### config.mk
export PLATFORM = sky130hd
export DESIGN_NAME = l5_sched
export DESIGN_NICKNAME = d
export VERILOG_FILES = /design/src/rtl/l5_pkg.sv /design/src/rtl/l5_argmax.sv /design/src/rtl/l5_sched.sv
export SDC_FILE = /design/constraint.sdc
export NUM_CORES = 1
export LEC_CHECK = 0
export ABC_AREA = 1
export BUFFER_PORTS_ARGS = -buffer_cell sky130_fd_sc_hd__buf_2
export CAP_MARGIN = 15
export CORE_AREA = 4 4 110 112
export CTS_BUF_LIST = sky130_fd_sc_hd__clkbuf_4
export CTS_CLUSTER_SIZE = 40
export DETAILED_ROUTE_END_ITERATION = 6
export DIE_AREA = 0 0 114 116
export GPL_TIMING_DRIVEN = 0
export PLACE_DENSITY = 0.55
export RECOVER_POWER = 50
export SYNTH_ARGS = -nofsm -noshare
export SYNTH_HDL_FRONTEND = slang
export SYNTH_SLANG_ARGS = --single-unit
### constraint.sdc
create_clock -name clk -period 1.9 [get_ports clk]
set_input_delay 0.095 -clock clk [delete_from_list [all_inputs] [get_ports clk]]
set_output_delay 0.095 -clock clk [all_outputs]
set_load 0.01 [all_outputs]
### src/rtl/l5_pkg.sv
// Shared types and constants for the output-layer MAC sequencer.
// Provides the FSM state enum, default sizes and the ReLU helper.
package l5_pkg;

    typedef enum logic [2:0] {
        IDLE,
        CLR,
        ACC,
        DRAIN,
        BIAS,
        CMP,
        TX,
        WAIT_TX
    } state_t;

    localparam int N_CLASS_D = 10;
    localparam int N_GROUP_D = 4;
    localparam int SCORE_W   = 36;
    localparam int TX_W      = 8;
    localparam int CLS_W     = 4;

    function automatic logic signed [SCORE_W-1:0] relu(
        input logic signed [SCORE_W-1:0] s
    );
        return (s > 0) ? s : '0;
    endfunction

endpackage

### src/rtl/l5_argmax.sv
// Running ReLU'd argmax over class scores.
// Ports: clk, rst_n, clr (new run), cmp_en (score valid),
//        score, cls (current class), best_idx (winning class).
module l5_argmax
    import l5_pkg::*;
(
    input  logic                      clk,
    input  logic                      rst_n,
    input  logic                      clr,
    input  logic                      cmp_en,
    input  logic signed [SCORE_W-1:0] score,
    input  logic [CLS_W-1:0]          cls,
    output logic [CLS_W-1:0]          best_idx
);

    logic signed [SCORE_W-1:0] best_val;
    logic signed [SCORE_W-1:0] r;

    assign r = relu(score);

    // Strict compare keeps the lower index on ties; starting
    // from zero makes an all-nonpositive run pick class 0.
    always_ff @(posedge clk or negedge rst_n) begin
        if (!rst_n) begin
            best_val <= '0;
            best_idx <= '0;
        end else if (clr) begin
            best_val <= '0;
            best_idx <= '0;
        end else if (cmp_en && (r > best_val)) begin
            best_val <= r;
            best_idx <= cls;
        end
    end

endmodule

### src/rtl/l5_sched.sv
// Output-layer MAC sequencer: ROM addressing, accumulator
// control, argmax tracking and UART hand-off of the winner.
// Ports: clk, rst_n, strt | act_addr, w_addr, b_addr,
//        mac_clr, mac_en, bias_en | score | trmt, tx_data,
//        tx_done | busy, done.
module l5_sched
    import l5_pkg::*;
#(
    parameter int N_CLASS = N_CLASS_D,
    parameter int N_GROUP = N_GROUP_D,
    parameter int ROM_LAT = 1,
    parameter int AW      = 6,
    localparam int GW = (N_GROUP > 1) ? $clog2(N_GROUP) : 1
) (
    input  logic                      clk,
    input  logic                      rst_n,
    input  logic                      strt,
    output logic [GW-1:0]             act_addr,
    output logic [AW-1:0]             w_addr,
    output logic [3:0]                b_addr,
    output logic                      mac_clr,
    output logic                      mac_en,
    output logic                      bias_en,
    input  logic signed [SCORE_W-1:0] score,
    output logic                      trmt,
    output logic [TX_W-1:0]           tx_data,
    input  logic                      tx_done,
    output logic                      busy,
    output logic                      done
);

    localparam int DW = (ROM_LAT > 0) ? $clog2(ROM_LAT + 1) : 1;

    state_t             state;
    state_t             state_n;
    logic [CLS_W-1:0]   cls;
    logic [GW-1:0]      grp;
    logic [DW-1:0]      dcnt;
    logic [ROM_LAT-1:0] rd_pipe;
    logic               rd_valid;
    logic               start;
    logic               cmp_en;
    logic               last_grp;
    logic               last_cls;
    logic               tx_ack;
    logic [CLS_W-1:0]   best_idx;

    assign last_grp = (grp == GW'(N_GROUP - 1));
    assign last_cls = (cls == CLS_W'(N_CLASS - 1));
    assign tx_ack   = (state == WAIT_TX) && tx_done;

    always_comb begin
        state_n  = state;
        rd_valid = 1'b0;
        mac_clr  = 1'b0;
        bias_en  = 1'b0;
        trmt     = 1'b0;
        start    = 1'b0;
        cmp_en   = 1'b0;
        case (state)
            IDLE: begin
                if (strt) begin
                    start   = 1'b1;
                    state_n = CLR;
                end
            end
            CLR: begin
                mac_clr = 1'b1;
                state_n = ACC;
            end
            ACC: begin
                rd_valid = 1'b1;
                if (last_grp) state_n = DRAIN;
            end
            // ROM_LAT+1 cycles: last product lands, then the
            // accumulator register settles.
            DRAIN: begin
                if (dcnt == DW'(ROM_LAT)) state_n = BIAS;
            end
            BIAS: begin
                bias_en = 1'b1;
                state_n = CMP;
            end
            CMP: begin
                cmp_en  = 1'b1;
                state_n = last_cls ? TX : CLR;
            end
            TX: begin
                trmt    = 1'b1;
                state_n = WAIT_TX;
            end
            WAIT_TX: begin
                if (tx_done) state_n = IDLE;
            end
            default: state_n = IDLE;
        endcase
    end

    always_ff @(posedge clk or negedge rst_n) begin
        if (!rst_n) begin
            state <= IDLE;
            cls   <= '0;
            grp   <= '0;
            dcnt  <= '0;
            busy  <= 1'b0;
            done  <= 1'b0;
        end else begin
            state <= state_n;
            done  <= tx_ack;
            if (start) begin
                cls  <= '0;
                busy <= 1'b1;
            end else if (cmp_en && !last_cls) begin
                cls <= cls + 1'b1;
            end
            if (tx_ack) busy <= 1'b0;
            if (state == CLR) begin
                grp <= '0;
            end else if (state == ACC) begin
                grp <= last_grp ? '0 : grp + 1'b1;
            end
            if (state == DRAIN) dcnt <= dcnt + 1'b1;
            else                dcnt <= '0;
        end
    end

    // Read-valid delay line matching the ROM latency.
    always_ff @(posedge clk or negedge rst_n) begin
        if (!rst_n) begin
            rd_pipe <= '0;
        end else begin
            rd_pipe[0] <= rd_valid;
            for (int i = 1; i < ROM_LAT; i++) begin
                rd_pipe[i] <= rd_pipe[i-1];
            end
        end
    end

    assign mac_en   = rd_pipe[ROM_LAT-1];
    assign act_addr = grp;
    assign b_addr   = cls;
    assign w_addr   = AW'(cls) * AW'(N_GROUP) + AW'(grp);
    // best_idx only clears on start, so this holds to next strt.
    assign tx_data  = {{(TX_W - CLS_W){1'b0}}, best_idx};

    l5_argmax u_argmax (
        .clk      (clk),
        .rst_n    (rst_n),
        .clr      (start),
        .cmp_en   (cmp_en),
        .score    (score),
        .cls      (cls),
        .best_idx (best_idx)
    );

endmodule

==> summary.md, run 1 <==
| Metric | Value |
|---|---|
| Status | `finished with violations` |
| Failing checks | `negative setup slack` |
| Routed Antenna Nets | `0` |
| Delay-heaviest family, CP | `simple AND/OR/NAND/NOR gates` |
| Hold Crit Depth | `5` |
| Crit path kind | `input port to flip-flop` |
| HP Class | `input port to flip-flop` |
| Worst hold path endpoint | `u_argmax.best_val[26]` |
| Wl on met1 | `4850 um` |
| Number of synthesized flops with an enable pin | `0` |
| GRT Util Overall | `15.3%` |
| Vias in the first global route | `between 3000 and 4000` |
| Pre-CTS setup slack | `-1.14 ns` |
| Die ar. | `about 13000 sq um` |
| Largest net degree at the start of global routing | `35` |
| Commonest register cell after synthesis | `dfrtp_1` |
| CP cell instances | `buf_2 > inv_1 > nand3_2 > nor3_4 > nand4_1 > nand2_4 > buf_6 > nor2_1 > ha_1 > nand2_2 > nor2_2 > nand2_2 > nor2_4 > nand3_2 > nand2_2 > nor2_4 > nand2_2 > nand2_4 > nand3_4 > clkbuf_16 > nand2_1 > nor2_1` |
| Logic pwr share | `43.3%` |
| Post-synth ARST share | `100%` |
| Routability cong. | `0.850` |
| Starting Density | `34.1%` |
| Vias | `3764` |
| Post-DR vias/cell | `slightly below 5` |
| Die Ht | `116 um` |
| Placed cell areas | `4430 sq um` |
| Worst VDD drop | `0.000290 V` |
| Pwr/cell area | `710 nW/um^2` |
| Max-cap violations | `0` |
| Final wirelength | `10800 um` |
| Int Pwr | `2330 uW` |
| Pins over their slew limit | `0` |
| Setup Viol. Count Final | `40` |
| CTS tree | `yes` |
| Clk_lat worst skew | `roughly 0.38 ns` |
| Routed len/inst | `14.1 um` |
| Grt total ovfl | `0` |
| Initial drt markers | `156` |
| Reg-to-Reg Start | `u_argmax.best_val[35]` |
| Pre-antenna DRT Iters | `5` |
| Most common cell after layout, fill and taps aside | `inv_1` |
| Switch Pwr | `1450 uW` |
| Synthesized flop and latch total | `53` |
| Fmax | `~0.4 GHz` |
| Clock transition at path regs | `0.17 ns` |
| End of the worst register-to-register path | `u_argmax.best_val[6]` |
| # rows | `39` |
| Setup TNS | `-21.76 ns` |
| Sequential area share after synthesis | `34.6%` |
| Layout cells sized above 1 | `37.3%` |
| CTS Buffer Depth | `2` |
| Adder-Cell Fraction of Synth Area | `12.7%` |
| Setup WS post-layout | `-0.569 ns` |
| Synth Area in Compound Gates | `approximately 5%` |
| Count of final hold-check violations | `0` |
| First-pass GRT wire length | `16500 um` |
| Ys Warns | `0` |
| Main combinational cell family by area after synthesis | `simple AND/OR/NAND/NOR gates` |
| Startpoint types | `input port` |
| Pleak | `around 0.0027 uW` |
| Final Net Count | `698` |
| R2R cell count | `14` |
| Crit-path slowest cell | `ha_1` |
| Root Buffer | `clkbuf_4` |
| Antenna Cells | `0` |
| RSZ-0062 raised after global routing | `true` |
| Slew @ Worst Pin | `approximately 1.2 ns` |
| Final Cell Area | `5310 sq um` |
| Tcrit/Tclk final | `130%` |
| Clock Skew | `0.0118 ns` |
| Met2 WL post-DR | `5420 um` |
| I/O Buffers | `61` |
| CP most frequent cell | `nand2_2` |
| Library cells used by synthesis | `31` |
| Crit Path Max Fanout | `8` |
| Critical Path Max Stage Delay | `0.30 ns` |
| Commonest cells after routing, fill and taps aside | `88 x inv_1, 72 x nand2_1, 59 x buf_2, 53 x dfrtp_1, 47 x nand4_1` |
| XOR/XNOR Fraction of Synth Area | `0%` |
| Worst EP required | `2.23 ns` |
| Worst path bufs/invs | `4` |
| HP Start | `score[26]` |
| Number of I/O pins | `66` |
| Post-Route Utilization | `47.3%` |
| Drt drc | `0` |
| Reg power frac | `approximately 40%` |
| CP Capture Type | `flip-flop` |
| R2R Setup Slk | `-0.30 ns` |
| Core area | `11200 sq um` |
| CTS sink count | `53` |
| Max Used Layer | `met4` |
| Switching Fraction | `38.3%` |
| Syn Area/Cell | `roughly 7.3 sq um` |
| Post-Synthesis Cells | `528` |
| Post-Synth Simple-Gate Area | `31.8%` |
| Relative slew slack | `19.6%` |
| Mapped cell area | `3830 sq um` |
| Clk pwr share | `17.7%` |
| CP arrival | `2.80 ns` |
| Initial antenna violation count | `0` |
| Final Critical Period | `2.47 ns` |
| Hold slack | `0.0298 ns` |
| Synth-to-Final Area Change | `38.6%` |
| Detailed placement HPWL | `7210 um` |
| Number of buffers created by CTS | `5` |
| DR WL met3 | `a little over 400 um` |
| CTS H-Tree Depth | `2` |
| Die W | `114 um` |
| Post-synthesis mux area share | `0%` |
-- registers in the layout, indices dropped and copies added (netlist names) --
register / cells
u_argmax.best_val: 36
b_addr: 4
u_argmax.best_idx: 4
state: 3
act_addr: 2
busy: 1
dcnt: 1
done: 1
mac_en: 1
-- logic make-up after synthesis --
group | count (synthesis)
and+or+nand+nor | 264
buffers and inverters | 137
DFF | 53
adders and majority gates | 39
AOI/OAI and AO/OA | 34
other | 1
-- worst register-to-register path: cells and delay by family (launching register included) --
kind,cells,cell delay [ns]
compound gates,1,0.15
simple gates,10,0.96
flops,1,0.35
buf+inv,2,0.26
fa+ha+maj,1,0.37
-- metal layers --
metal,track usage (%),vias up
li1,-,1875
met1,19.6,1802
met5,0,-
met4,3.33,0
met2,27.4,79
met3,2.04,8
-- worst max path at each step --
stage / startpoint / to / depth (start not counted)
floorplan: score[34] / u_argmax.best_val[29] / 21
global placement: score[17] / u_argmax.best_val[11] / 19
finish: score[16] / u_argmax.best_val[35] / 22
global route: score[26] / u_argmax.best_val[20] / 23
CTS: score[26] / u_argmax.best_val[4] / 21
detailed placement: score[34] / u_argmax.best_val[17] / 19
-- layout make-up --
type | instances | area, sq um
clock buffers | 5 | 37.5
inverters | 104 | 395
fillers | 1114 | 5910
multi-input cells | 342 | 2500
flip-flops and latches | 53 | 1330
repair buffers | 80 | 514
clock inverters | 3 | 41.3
plain buffers | 33 | 313
well taps | 143 | 179
-- power groups by stage --
stage / Combinational [uW] / Clock, uW / Sequential [uW]
floorplan: 854 / 0 / 1470
CTS: 1240 / 691 / 1460
global placement: 1130 / 0 / 1480
detailed placement: 1160 / 0 / 1490
finish: 1630 / 666 / 1470
global route: 1840 / 730 / 1500
-- synth_stat cells (all sizes together) (9+ instances only) --
| cell type | instances | share of area [%] |
|---|---|---|
| inv | 104 | 10 |
| nand2 | 96 | 9.6 |
| nor2 | 58 | 5.8 |
| dfrtp | 53 | 35 |
| nand3 | 50 | 6.8 |
| nand4 | 47 | 7.7 |
| ha | 39 | 13 |
| buf | 24 | 4.7 |
| a21oi | 15 | 2.0 |
| o21ai | 10 | 1.3 |
| clkbuf | 9 | 0.88 |
| nor3 | 9 | 1.3 |
-- per-stage QoR --
stage	std cells	total power [uW]
floorplan	532	2320
global placement	736	2610
detailed placement	737	2640
CTS	755	3390
global route	763	4060
finish	763	3770
-- repair_timing --
item	4_1_cts	5_1_grt
pin swaps	2	59
resized for setup	30	122
setup endpoints to repair	40	42
hold buffers	2	0
setup buffers	4	8
hold endpoints to repair	20	0
cloned	4	2
(Power assumes the default switching activity.)
==> inputs of run 2 (changes only) <==
--- a/config.mk
+++ b/config.mk
@@ -8,11 +8,11 @@
 export ABC_AREA = 1
 export BUFFER_PORTS_ARGS = -buffer_cell sky130_fd_sc_hd__buf_2
 export CAP_MARGIN = 15
-export CORE_AREA = 4 4 110 112
+export CORE_AREA = 2 2 108 110
 export CTS_BUF_LIST = sky130_fd_sc_hd__clkbuf_4
 export CTS_CLUSTER_SIZE = 40
 export DETAILED_ROUTE_END_ITERATION = 6
-export DIE_AREA = 0 0 114 116
+export DIE_AREA = 0 0 110 112
 export GPL_TIMING_DRIVEN = 0
 export PLACE_DENSITY = 0.55
 export RECOVER_POWER = 50
==> run 2 against run 1 <==
  * The flow finishes with violations (negative hold slack, negative setup slack)
  * Largest power group unchanged
  * Fmax grew 0.94%
  * Worst hold slack lost 0.032 ns
  * Non-clock buffer count grew 21
  * Die area shrank 6.8%
  * Cell area grew 6.7%
  * Flip-flop and latch count is the same
  * Setup slack gained 0.023 ns
  * Via count grew 3.1%
  * Count of clock-buffer cells in the layout is the same
  * Routed wire length grew 2.9%
  * Global-route usage grew 2.8 points
==> summary.md, run 2 (synthesis gave the netlist of run 1 again) <==
| Metric | Value |
|---|---|
| CP Capture Type | `flip-flop (unchanged)` |
| Failing checks | `negative hold slack, negative setup slack (was negative setup slack)` |
| Number of I/O pins | `66 (unchanged)` |
| Die Ht | `112 um (was 116 um)` |
| Most common cell after layout, fill and taps aside | `inv_1 (unchanged)` |
| Commonest cells after routing, fill and taps aside | `77 x inv_1, 73 x nand2_1, 59 x buf_2, 53 x dfrtp_1, 47 x nand4_1 (was 88 x inv_1, 72 x nand2_1, 59 x buf_2, 53 x dfrtp_1, 47 x nand4_1)` |
| Final wirelength | `11100 um (was 10800 um)` |
| Routability cong. | `0.855 (was 0.850)` |
| CTS Buffer Depth | `2 (unchanged)` |
| RSZ-0062 raised after global routing | `true (unchanged)` |
| CP arrival | `2.75 ns (was 2.80 ns)` |
| Max-cap violations | `0 (unchanged)` |
| Vias in the first global route | `3793 (was 3533)` |
| GRT Util Overall | `18.1% (was 15.3%)` |
| CTS H-Tree Depth | `2 (unchanged)` |
| Slew @ Worst Pin | `1.46 ns (was 1.21 ns)` |
| Starting Density | `34.3% (was 34.1%)` |
| Switch Pwr | `1540 uW (was 1450 uW)` |
| Reg power frac | `38.5% (was 39.1%)` |
| Largest Register | `u_argmax.best_val (unchanged)` |
| Max reg flops | `36 (unchanged)` |
| Hold slack | `-0.00178 ns (was 0.0298 ns)` |
| Startpoint types | `input port (unchanged)` |
| Worst EP required | `2.21 ns (was 2.23 ns)` |
| CTS sink count | `53 (unchanged)` |
| Met2 Resource Use GR | `31.5% (was 27.4%)` |
| Setup Viol. Count Final | `40 (unchanged)` |
| Detailed placement HPWL | `7130 um (was 7210 um)` |
| I/O Buffers | `61 (unchanged)` |
| First-pass GRT wire length | `17800 um (was 16500 um)` |
| Clock Skew | `0.0106 ns (was 0.0118 ns)` |
| Die W | `110 um (was 114 um)` |
| Layout cells sized above 1 | `42.4% (was 37.3%)` |
| Largest net degree at the start of global routing | `31 (was 35)` |
| Tcrit/Tclk final | `129% (was 130%)` |
| Synth-to-Final Area Change | `47.9% (was 38.6%)` |
| Relative slew slack | `2.99% (was 19.6%)` |
| Pwr/cell area | `682 nW/um^2 (was 710 nW/um^2)` |
| Antenna Cells | `0 (unchanged)` |
| Clk pwr share | `15.2% (was 17.7%)` |
| Crit Path Max Fanout | `10 (was 8)` |
| Final Net Count | `719 (was 698)` |
| Met3 Use GR | `2.87% (was 2.04%)` |
| Routed len/inst | `14.1 um (about the same)` |
| Fmax | `0.409 GHz (was 0.405 GHz)` |
| Pins over their slew limit | `0 (unchanged)` |
| Status | `finished with violations (unchanged)` |
| # rows | `39 (unchanged)` |
| Vias | `3879 (was 3764)` |
| Pleak | `0.00290 uW (was 0.00272 uW)` |
| Final Cell Area | `5670 sq um (was 5310 sq um)` |
| Clk_lat worst skew | `0.40 ns (was 0.38 ns)` |
| Worst VDD drop | `0.000366 V (was 0.000290 V)` |
| Drt drc | `0 (unchanged)` |
| Initial drt markers | `131 (was 156)` |
| Grt total ovfl | `0 (unchanged)` |
| Die ar. | `12300 sq um (was 13200 sq um)` |
| Number of buffers created by CTS | `5 (unchanged)` |
| Crit path kind | `input port to flip-flop (unchanged)` |
| Clock transition at path regs | `0.18 ns (was 0.17 ns)` |
| GRT Max-Usage Layer | `met2 (unchanged)` |
| HP Class | `input port to flip-flop (unchanged)` |
| Int Pwr | `2330 uW (about the same)` |
| Met1 GRT Util | `23.2% (was 19.6%)` |
| Final Critical Period | `2.45 ns (was 2.47 ns)` |
| Core area | `11200 sq um (about the same)` |
| Pre-antenna DRT Iters | `4 (was 5)` |
| Setup WS post-layout | `-0.546 ns (was -0.569 ns)` |
| Logic pwr share | `46.4% (was 43.3%)` |
| CTS tree | `yes (unchanged)` |
| Post-DR vias/cell | `4.95 (was 4.93)` |
| Initial antenna violation count | `0 (unchanged)` |
| Routed Antenna Nets | `0 (unchanged)` |
| Root Buffer | `clkbuf_4 (unchanged)` |
| Tot Pwr | `3860 uW (was 3770 uW)` |
| Switching Fraction | `39.8% (was 38.3%)` |
| Placed cell areas | `4430 sq um (unchanged)` |
| Count of final hold-check violations | `1 (was 0)` |
-- run 2: changes by cell type in the layout (fill, tap and decap cells not counted), moves of 9 or more --
cell,change
nand3_2,+12
inv_1,-11
nand3_1,-11
buf_4,+15
inv_2,+9
-- run 2: metrics by stage --
step           util (%)  TNS [ns]  hold slack [ns]  worst slack, ns  cells
2_1_floorplan         -    -15.14           -0.201           -0.399    532
3_3_place_gp       39.4    -43.25            0.340            -1.11    736
3_5_place_dp       39.6    -43.79            0.142            -1.13    737
4_1_cts            47.9    -17.03          0.00189           -0.445    777
5_1_grt            50.7    -27.75         0.000383           -0.686    784
6_report           50.7    -21.05         -0.00178           -0.546    784
-- run 2: area by class of cell --
class | count | area (sq um)
buffer | 33 | 335
clock inverter | 3 | 26.3
multi-input combinational | 342 | 2590
sequential | 53 | 1330
inverter | 104 | 400
fill | 1046 | 5510
tap | 143 | 179
clock buffer | 5 | 37.5
timing repair buffer | 101 | 776
-- run 2: worst max-delay path, cell delays in order --
cell and delay (ns):
buf_2 0.10, inv_2 0.05, nand3_2 0.09, nor3_4 0.21, nand4_1 0.16, nand2_4 0.11, buf_8 0.15, clkbuf_16 0.18
nor2_4 0.05, ha_4 0.28, nand2_4 0.06, nor2_4 0.12, nand2_4 0.08, nor2_4 0.13, nand3_2 0.08, nand2_2 0.09
nor2_4 0.05, nand3_4 0.10, nand3_4 0.20, buf_6 0.22, nand3_1 0.07, nand2_1 0.06
-- run 2: power groups by stage --
stage               sequential [uW]  clock (uW)  combinational, uW
detailed placement             1490           0               1160
global placement               1480           0               1130
global route                   1510         643               2000
CTS                            1460         597               1580
finish                         1490         586               1790
floorplan                      1470           0                854
-- run 2: timing repair --
item / CTS / global route
resized for setup: 126 / 60
setup endpoints to repair: 40 / 40
hold buffers: 2 / 0
hold endpoints to repair: 24 / 0
buffers inserted: 26 / 5
pin swaps: 25 / 36
cloned: 4 / 2
-- run 2: layer usage --
metal	share of wire, %	wire length (um)
met1	44	4820
met3	3.9	427
met4	1.3	146
met2	51	5690
met5	0	0
-- run 2: worst paths after layout --
path	start	endpoint	slack, ns	cells after the start
hold / removal	score[26]	u_argmax.best_val[26]	-0.002	5
max in group asynchronous	rst_n	state[1]	0.24	3
hold reg to reg	dcnt	dcnt	0.43	1
setup / recovery	score[18]	u_argmax.best_val[19]	-0.55	22
min in group asynchronous	rst_n	u_argmax.best_val[22]	0.53	2
setup reg to reg	u_argmax.best_val[35]	u_argmax.best_val[19]	-0.31	14
